## config.mk

```make
export PLATFORM = sky130hd
export DESIGN_NAME = smul_result_wb
export DESIGN_NICKNAME = d
export VERILOG_FILES = /design/src/rtl/smul_result_wb.sv
export SDC_FILE = /design/constraint.sdc
export NUM_CORES = 1
export LEC_CHECK = 0
export CAP_MARGIN = 5
export CORE_AREA = 4 4 301 303
export DETAILED_ROUTE_END_ITERATION = 10
export DIE_AREA = 0 0 305 307
export GPL_TIMING_DRIVEN = 0
export PLACE_DENSITY = 0.59
export SYNTH_ARGS = -nofsm -noshare
export SYNTH_HDL_FRONTEND = slang
export SYNTH_SLANG_ARGS = --single-unit
```

## constraint.sdc

```tcl
create_clock -name clk -period 11.5 [get_ports clk]
set_clock_uncertainty 0.05 [all_clocks]
set_input_delay 1.15 -clock clk [delete_from_list [all_inputs] [get_ports clk]]
set_output_delay 1.15 -clock clk [all_outputs]
set_load 0.05 [all_outputs]
```

## src/rtl/smul_result_wb.sv

```systemverilog
// smul_result_wb: writeback stage behind the 16-lane FP16 scalar-vector multiplier.
// Buffers product vectors in a DEPTH-entry FIFO and drains each one to the vector
// register file write port as BEATS beats of WB_W bits, low lanes first.
// Optional build macro: SMUL_WB_INFCNT_EN adds inf_count (Inf/NaN lanes of the last
// completed vector).
// Ports:
//   clk, rst_n                     clock, async active-low reset
//   in_valid/in_ready/in_prod/in_ovf/in_dst
//                                  product vector handshake from the multiplier
//   wb_en/wb_addr/wb_beat/wb_data  write beat to the register file
//   wb_ack                         register file accepted the current beat
//   busy                           FIFO non-empty or write in progress
//   ovf_sticky/ovf_clr             sticky overflow status and its clear
//   inf_count                      (SMUL_WB_INFCNT_EN only) Inf/NaN lane count
module smul_result_wb #(
   parameter int unsigned DEPTH  = 2,
   parameter int unsigned WB_W   = 64,
   parameter int unsigned REG_AW = 3,
   localparam int unsigned BEATS = 256 / WB_W,
   localparam int unsigned BW    = (BEATS > 1) ? $clog2(BEATS) : 1
) (
   input  logic              clk,
   input  logic              rst_n,
   input  logic              in_valid,
   output logic              in_ready,
   input  logic [255:0]      in_prod,
   input  logic              in_ovf,
   input  logic [REG_AW-1:0] in_dst,
   output logic              wb_en,
   output logic [REG_AW-1:0] wb_addr,
   output logic [BW-1:0]     wb_beat,
   output logic [WB_W-1:0]   wb_data,
   input  logic              wb_ack,
   output logic              busy,
   output logic              ovf_sticky,
   input  logic              ovf_clr
`ifdef SMUL_WB_INFCNT_EN
  ,output logic [4:0]        inf_count
`endif
);

   localparam int unsigned PW = (DEPTH > 1) ? $clog2(DEPTH) : 1;
   localparam int unsigned CW = $clog2(DEPTH + 1);
   localparam logic [BW-1:0] LAST_BEAT = BW'(BEATS - 1);

   typedef enum logic {IDLE = 1'b0, WRITE = 1'b1} state_t;

   state_t            state, state_nxt;
   logic [BW-1:0]     beat, beat_nxt;
   logic [PW-1:0]     wr_ptr, rd_ptr, rd_ptr_nxt;
   logic [CW-1:0]     count, cnt_after_pop, count_nxt;
   logic              push, pop, bypass;
   logic [255:0]      head_prod_nxt;
   logic [REG_AW-1:0] head_dst_nxt;
   logic [WB_W-1:0]   wb_data_nxt;

   // Overflow is folded into ovf_sticky at push time, so only data and dst are stored.
   logic [255:0]      prod_mem [DEPTH];
   logic [REG_AW-1:0] dst_mem  [DEPTH];

   assign push    = in_valid & in_ready;
   assign wb_beat = beat;

   // FIFO storage
   always_ff @(posedge clk) begin
      if (push) begin
         prod_mem[wr_ptr] <= in_prod;
         dst_mem[wr_ptr]  <= in_dst;
      end
   end

   // Next state, FIFO bookkeeping and next head selection
   always_comb begin
      state_nxt = state;
      beat_nxt  = beat;
      pop       = 1'b0;
      unique case (state)
         IDLE: begin
            if (count != '0) begin
               state_nxt = WRITE;
               beat_nxt  = '0;
            end
         end
         WRITE: begin
            if (wb_ack) begin
               if (beat == LAST_BEAT) begin
                  pop      = 1'b1;
                  beat_nxt = '0;
               end else begin
                  beat_nxt = beat + BW'(1);
               end
            end
         end
      endcase
      cnt_after_pop = count - CW'(pop);
      count_nxt     = cnt_after_pop + CW'(push);
      if (pop && (count_nxt == '0)) state_nxt = IDLE;
      rd_ptr_nxt = rd_ptr + PW'(pop);
      // A vector pushed into an otherwise empty FIFO is not in storage yet; take it from the input.
      bypass        = push && (cnt_after_pop == '0);
      head_prod_nxt = bypass ? in_prod : prod_mem[rd_ptr_nxt];
      head_dst_nxt  = bypass ? in_dst  : dst_mem[rd_ptr_nxt];
      wb_data_nxt   = head_prod_nxt[int'(beat_nxt) * WB_W +: WB_W];
   end

   // State, pointers and registered outputs
   always_ff @(posedge clk or negedge rst_n) begin
      if (!rst_n) begin
         state      <= IDLE;
         beat       <= '0;
         wr_ptr     <= '0;
         rd_ptr     <= '0;
         count      <= '0;
         in_ready   <= 1'b1;
         wb_en      <= 1'b0;
         wb_addr    <= '0;
         wb_data    <= '0;
         busy       <= 1'b0;
         ovf_sticky <= 1'b0;
      end else begin
         state    <= state_nxt;
         beat     <= beat_nxt;
         rd_ptr   <= rd_ptr_nxt;
         count    <= count_nxt;
         if (push) wr_ptr <= wr_ptr + PW'(1);
         in_ready <= (count_nxt < CW'(DEPTH));
         wb_en    <= (state_nxt == WRITE);
         if (state_nxt == WRITE) begin
            wb_addr <= head_dst_nxt;
            wb_data <= wb_data_nxt;
         end else begin
            wb_addr <= '0;
            wb_data <= '0;
         end
         busy <= (count_nxt != '0) || (state_nxt == WRITE);
         // Set has priority over clear.
         if (push && in_ovf) ovf_sticky <= 1'b1;
         else if (ovf_clr)   ovf_sticky <= 1'b0;
      end
   end

`ifdef SMUL_WB_INFCNT_EN
   logic [4:0] inf_nxt;

   // Count head lanes whose exponent field is all ones (Inf or NaN)
   always_comb begin
      inf_nxt = '0;
      for (int i = 0; i < 16; i++) begin
         inf_nxt = inf_nxt + 5'(prod_mem[rd_ptr][16*i+10 +: 5] == 5'h1F);
      end
   end

   // Loaded when the head vector completes
   always_ff @(posedge clk or negedge rst_n) begin
      if (!rst_n)   inf_count <= '0;
      else if (pop) inf_count <= inf_nxt;
   end
`endif

endmodule

```

==> impl_metrics.py, run 1 <==
metrics = {
    "run_status": {
        "outcome": "complete, no violations",
    },
    "floorplanning": {
        "num_rows": 109,
        "fp.dieW_um": 305,
        "die_h_um": 307,
        "design.core.area_um2": 88000,
        "start_util_pct": 39.8,
        "die_area_um2": 93600,
        "ios": 338,
    },
    "timing": {
        "setup_viol": 0,
        "postLayoutSetupSlackWorst_ns": 5.63,
        "holdWs_ns": 0.392,
        "slew_headroom_pct": 19.6,
        "period_minus_slack_ns": 5.87,
        "rsz0062_at_grt": "false",
        "clock.fmax_mhz": 170,
        "period_share_pct": 51.0,
        "tightest_slew_ns": 1.20,
        "drv_slew": 0,
        "final-hold-violation-count": 0,
    },
    "global_routing": {
        "met2_usage_pct": 39.9,
        "grt_max_degree": 60,
        "overflow": 0,
        "grtUsageMet1_pct": 33.8,
        "grt_busiest_layer": "met2",
        "use_met3_pct": 5.14,
        "track_usage_pct": 24.6,
        "grt_pass1_vias": 25600,
        "grt_first_pass_wirelength_um": 172000,
        "grt_antenna_before_repair": 26,
    },
    "clock_tree": {
        "cts_made_buffers": 73,
        "cts_resized": 0,
        "clock-sinks": 595,
        "htree_levels": 3,
        "cts_tree": "built",
        "cts_root_buf": "clkbuf_16",
        "insertion_delay_ns": 0.63,
        "cts_setup_buffers": 0,
        "clock_path_buffers": 3,
        "path_clk_slew_ns": 0.06,
        "holdBufCountCts": 0,
    },
    "placement": {
        "pre_cts_ws_ns": 5.03,
        "routabilityCongestion": 0.819,
        "dp.final_hpwl_um": 85600,
        "portBuffers": 337,
        "dp.cells": 4684,
    },
    "pwr": {
        "irDropWorstVdd_mv": 0.132,
        "powerDensity_nw_per_um2": 279,
        "power_leakage_nw": 14.7,
    },
    "worst_setup_path": {
        "worstPathRequired_ns": 11.94,
        "crit_chain": "clkdlybuf4s50_1, nand3_2, inv_2, buf_4, buf_2, ha_1, and3_1, clkbuf_1, clkbuf_1, clkbuf_1, nand3b_1, o31ai_1, mux2i_1, a22o_1",
        "path_buf_inv": 7,
        "cpMaxStageDelayCell": "clkbuf_1",
        "cp.arrival_ns": 6.31,
        "cp-start-kind": "input port",
        "crit_top_cell": "clkbuf_1",
        "path_class": "input port to flip-flop",
        "path_max_fanout": 10,
        "crit_path_max_incr_delay_ns": 0.91,
        "crit_family": "buffers and inverters",
        "setup.worst_path.end_class": "flip-flop",
    },
    "logic_synthesis": {
        "synthCells": 3167,
        "ys_async_sr_fraction_pct": 12.9,
        "synth_area_um2": 35000,
        "synth.distinct_cells": 33,
        "synth-seq-cells": 595,
        "avgSynthCellArea_um2": 11.0,
        "synth_ff_type": "edfxtp_1",
        "synth-seq-area-share_pct": 50.0,
        "yosys_warnings": 0,
        "syn_nets": 3435,
        "synth_edf_count": 518,
    },
    "layout": {
        "final_cells": 4839,
        "final_core_util_pct": 48.4,
        "fillers": 8018,
        "drive_above_1_share_pct": 6.46,
        "areaGrowthSynthToFinish_pct": 21.8,
        "fin_nets": 3862,
        "multi_input_area_um2": 16300,
        "seq_area_um2": 17500,
    },
    "detailed_routing": {
        "routed_via_density": 5.43,
        "dr.first_iter.drc_count": 2154,
        "finalWirelength_um": 119000,
        "drt.antenna.violating_nets": 0,
        "post-route-drc-count": 0,
        "first_pass_iters": 5,
        "vias": 26300,
        "wl_per_cell_um": 24.6,
    },
    "worst_hold_path": {
        "hp-class": "input port to async pin",
    },
    "run": {
        "drv_cap": 0,
    },
}
==> metal layers <==
| metal | share of wire, % | vias to the layer above |
|---|---|---|
| li1 | - | 12300 |
| met1 | 44 | 13000 |
| met2 | 47 | 795 |
| met3 | 7.0 | 138 |
| met4 | 2.3 | 12 |
| met5 | 0.058 | - |
==> state kept, by name (all words and copies together) (netlist names) <==
register / cells
wb_addr: 3
wr_ptr: 1
wb_beat: 2
state: 1
in_ready: 1
rd_ptr: 1
ovf_sticky: 1
dst_mem: 6
busy: 1
prod_mem: 512
wb_data: 64
count: 2
==> worst reg2reg max path: stages (launching register included) <==
cell and delay [ns]:
dfrtp_1 0.39, ha_1 0.21, nand3_2 0.16, inv_2 0.30, buf_4 0.40, buf_2 0.45, ha_1 0.20, and3_1 0.15
clkbuf_1 0.57, clkbuf_1 0.92, clkbuf_1 0.52, nand3b_1 0.14, o31ai_1 0.17, mux2i_1 0.31, a22o_1 0.28
==> synth_stat cells (2+ instances only) <==
cell | count | area, um^2
nand2_1 | 517 | 1940
inv_1 | 8 | 30.0
or3_1 | 2 | 12.5
buf_4 | 3 | 22.5
a22o_1 | 65 | 569
a211oi_1 | 3 | 22.5
buf_6 | 2 | 22.5
nor2_1 | 5 | 18.8
o21ai_0 | 2 | 10.0
nand2b_1 | 512 | 3200
clkbuf_1 | 178 | 668
nor2b_1 | 2 | 12.5
and3_1 | 2 | 12.5
dfrtp_1 | 76 | 1900
ha_1 | 3 | 37.5
buf_2 | 100 | 500
o31ai_1 | 256 | 1920
mux2i_1 | 643 | 6440
edfxtp_1 | 518 | 15600
nand3b_1 | 256 | 1920
xnor2_1 | 2 | 17.5
==> stage by stage <==
| stage | total power, mW | cell area, um^2 | TNS [ns] |
|---|---|---|---|
| floorplan | 7.30 | 35000 | 0 |
| global placement | 9.65 | 39800 | -1032.29 |
| detailed placement | 9.58 | 40200 | 0 |
| CTS | 11.9 | 42500 | 0 |
| global route | 12.5 | 42600 | 0 |
| finish | 11.9 | 42600 | 0 |
==> cells by family after synthesis <==
| group | count (synthesis) | share of synthesized area [%] |
|---|---|---|
| flip-flops | 595 | 50.0 |
| AO/OA/AOI/OAI | 328 | 7.30 |
| multiplexers | 644 | 18.4 |
| buffers and inverters | 293 | 3.58 |
| AND/OR/NAND/NOR | 1300 | 20.4 |
| adder cells (fa/ha/maj) | 3 | 0.107 |
| XOR/XNOR | 4 | 0.175 |
==> final timing paths <==
check,start,end,slack (ns),cells past startpoint
min in group clk,ovf_sticky$_DFFE_PN0P_,ovf_sticky$_DFFE_PN0P_,0.47,1
max in group asynchronous,rst_n,in_ready$_DFF_PN1_,10.30,2
setup reg to reg,wb_beat[0]$_DFF_PN0_,wb_data[0]$_DFF_PN0_,6.16,14
setup / recovery,wb_ack,wb_data[0]$_DFF_PN0_,5.63,14
hold reg to reg,ovf_sticky$_DFFE_PN0P_,ovf_sticky$_DFFE_PN0P_,0.47,1
hold / removal,rst_n,wb_data[15]$_DFF_PN0_,0.39,1
==> layout by cell type, fill, tap and decap left out, types with 2 or more instances in the layout <==
cell type | Yosys | routed
a211oi_1 | 3 | 3
a22o_1 | 65 | 65
buf_12 | 0 | 9
buf_16 | 0 | 6
buf_2 | 100 | 100
buf_4 | 3 | 4
buf_6 | 2 | 2
bufinv_16 | 0 | 5
clkbuf_1 | 178 | 198
clkbuf_16 | 0 | 74
clkbuf_8 | 0 | 10
clkdlybuf4s50_1 | 0 | 336
clkinv_1 | 0 | 10
clkinv_2 | 0 | 9
clkinv_8 | 0 | 3
dfrtp_1 | 76 | 76
diode_2 | 0 | 20
edfxtp_1 | 518 | 518
ha_1 | 3 | 3
inv_1 | 8 | 8
inv_6 | 0 | 3
mux2i_1 | 643 | 643
nand2_1 | 517 | 517
nand2b_1 | 512 | 512
nand3b_1 | 256 | 256
nor2_1 | 5 | 4
nor2b_1 | 2 | 2
o21ai_0 | 2 | 2
o31ai_1 | 256 | 256
or3_1 | 2 | 2
xnor2_1 | 2 | 2
==> cell type report <==
cell class / instances / share of cell area, %
diodes: 20 / 0.117
plain buffers: 284 / 2.86
clock buffers: 105 / 4.86
clock inverters: 30 / 0.723
inverters: 9 / 0.0793
multi-input cells: 2279 / 38.2
flip-flops and latches: 595 / 41.0
well taps: 1165 / 3.42
repair buffers: 352 / 8.72
==> report_power, final <==
group / internal, mW / switching (mW)
logic: 2.31 / 4.13
registers: 2.91 / 0.218
clock network: 1.37 / 0.955
No activity file was read; power rests on OpenSTA's default activity.
==> run 2: changes to the inputs <==
==> constraint.sdc (replaced) <==
create_clock -name clk -period 5.1 [get_ports clk]
set_clock_uncertainty 0.05 [all_clocks]
set_input_delay 0.51 -clock clk [delete_from_list [all_inputs] [get_ports clk]]
set_output_delay 0.51 -clock clk [all_outputs]
set_load 0.05 [all_outputs]
==> run 2 against run 1 <==
Net effect:
- sequential power up 130%
- design area about the same
- critical endpoint is now wb_data[26]$_DFF_PN0_
- core utilization about the same
- combinational power up 130%
- largest power group unchanged
- cell count about the same
- wire length down 0.91%
- global-route usage down 0.34 points
- first-iteration DRC count up 3.2%
- critical path depth down 1
- register-to-register slack worse by 6.0 ns
- sequential share of layout area about the same
==> impl_metrics.py, run 2 (same netlist as run 1, synthesis figures left out) <==
metrics = {
    "run_status": {
        "outcome": "complete, no violations",
    },
    "timing": {
        "period_share_pct": 97.6,
        "setup_tns_ns": 0,
        "slew_headroom_pct": 16.6,
        "setup_viol": 0,
        "tightest_slew_ns": 1.25,
        "rsz0062_at_grt": "false",
        "final-hold-violation-count": 0,
        "postLayoutSetupSlackWorst_ns": 0.123,
        "drv_slew": 0,
        "period_minus_slack_ns": 4.98,
        "clock.fmax_mhz": 201,
    },
    "run": {
        "drv_cap": 0,
    },
    "worst_setup_path": {
        "path_class": "flip-flop to flip-flop",
        "cp-start-kind": "flip-flop",
        "worstPathRequired_ns": 5.54,
        "path_max_fanout": 10,
        "cp.arrival_ns": 5.42,
        "setup.worst_path.end_class": "flip-flop",
    },
    "placement": {
        "dp.final_hpwl_um": 85200,
        "portBuffers": 337,
        "routabilityCongestion": 0.823,
        "pre_cts_ws_ns": -0.787,
    },
    "pwr": {
        "irDropWorstVdd_mv": 0.283,
        "power_leakage_nw": 14.7,
        "powerDensity_nw_per_um2": 627,
    },
    "detailed_routing": {
        "wl_per_cell_um": 24.4,
        "post-route-drc-count": 0,
        "finalWirelength_um": 118000,
        "dr.first_iter.drc_count": 2223,
        "routed_via_density": 5.40,
        "vias": 26100,
        "drt.antenna.violating_nets": 0,
        "first_pass_iters": 6,
    },
    "layout": {
        "drive_above_1_share_pct": 6.66,
        "fillers": 7992,
        "largest_reg_flops": 512,
        "regMostFlops": "prod_mem",
        "areaGrowthSynthToFinish_pct": 21.7,
        "final_cell_mix": "mux2i_1 (643), edfxtp_1 (518), nand2_1 (516)",
        "top_regs": "prod_mem: 512 flops, wb_data: 64 flops, dst_mem: 6 flops",
        "final_common_cell": "mux2i_1",
        "fin_nets": 3861,
    },
    "floorplanning": {
        "fp.dieW_um": 305,
        "start_util_pct": 39.8,
        "die_h_um": 307,
        "ios": 338,
        "num_rows": 109,
        "die_area_um2": 93600,
        "design.core.area_um2": 88000,
    },
    "clock_tree": {
        "path_clk_slew_ns": 0.06,
        "clock_path_buffers": 3,
        "clock-sinks": 595,
        "cts_root_buf": "clkbuf_16",
        "insertion_delay_ns": 0.61,
        "cts_setup_buffers": 0,
        "cts_made_buffers": 71,
        "htree_levels": 3,
        "cts_tree": "built",
    },
    "global_routing": {
        "grt_antenna_before_repair": 29,
        "grt_first_pass_wirelength_um": 170000,
        "grt_pass1_vias": 25600,
        "overflow": 0,
        "grt_max_degree": 62,
        "track_usage_pct": 24.3,
    },
    "worst_hold_path": {
        "hp-class": "input port to async pin",
    },
}
-- run 2: cell count changes in the layout (fill, tap and decap cells not counted), sizes merged --
cell,change
diode,+5
dlygate4sd3,+1
buf,+1
clkinv,+1
clkinvlp,+1
clkbuf,-7
-- run 2: metal layers --
| layer | vias up | track usage [%] | share of wire, % |
|---|---|---|---|
| met4 | 12 | 7.12 | 2.8 |
| met5 | - | 0 | 0.065 |
| met1 | 12700 | 33.3 | 43 |
| li1 | 12300 | - | - |
| met3 | 155 | 4.92 | 7.6 |
| met2 | 908 | 39.1 | 46 |
-- run 2: final cells by class --
type	instances	area, um^2	area share (%)
Antenna cell	25	62.6	0.147
Clock inverter	32	288	0.676
Inverter	9	33.8	0.0793
Buffer	283	1220	2.86
Clock buffer	99	2030	4.76
Tap cell	1165	1460	3.42
Timing Repair Buffer	354	3750	8.80
Sequential cell	595	17500	41.1
Multi-Input combinational cell	2279	16300	38.2
-- run 2: what timing repair did --
item | 4_1_cts | 5_1_grt
endpoints found under the setup margin | 64 | 29
hold endpoints to repair | 18 | 0
pin swaps | 0 | 0
hold buffers | 1 | 0
gates resized for setup | 3 | 4
-- run 2: worst paths after layout --
kind / from / endpoint / slack, ns / depth (start not counted)
worst max-delay path: wb_beat[0]$_DFF_PN0_ / wb_data[26]$_DFF_PN0_ / 0.12 / 13
worst min-delay path: rst_n / wb_data[22]$_DFF_PN0_ / 0.33 / 2
worst max register to register: wb_beat[0]$_DFF_PN0_ / wb_data[26]$_DFF_PN0_ / 0.12 / 13
worst min register to register: ovf_sticky$_DFFE_PN0P_ / ovf_sticky$_DFFE_PN0P_ / 0.47 / 1
max in group asynchronous: rst_n / in_ready$_DFF_PN1_ / 3.93 / 3
min in group clk: ovf_clr / ovf_sticky$_DFFE_PN0P_ / 0.45 / 3
-- run 2: metrics by stage --
step	instances	power [mW]	util [%]	hold WS, ns	area, um^2
after detailed placement	4685	21.6	45.7	0.384	40200
final	4841	26.7	48.4	0.325	42600
after CTS	4817	26.8	48.3	0.279	42500
after global routing	4823	28.1	48.4	0.331	42500
after global placement	4669	21.5	45.3	0.444	39800
after floorplan	3167	16.3	-	0.164	35000
-- run 2: critical path: stages, from the launching register on --
cell      delay, ns
dfrtp_1        0.40
ha_1           0.20
nand3_2        0.12
inv_2          0.34
buf_4          0.41
buf_2          0.42
ha_1           0.33
xnor2_4        0.27
clkbuf_1       0.82
clkbuf_1       0.59
nand3b_1       0.14
o31ai_1        0.14
mux2i_1        0.27
a22o_1         0.30
-- run 2: power by group --
group / leakage [nW] / internal (mW) / switching [mW]
combinational: 7.84 / 5.22 / 9.30
sequential: 5.68 / 6.55 / 0.487
clock: 1.14 / 3.03 / 2.10
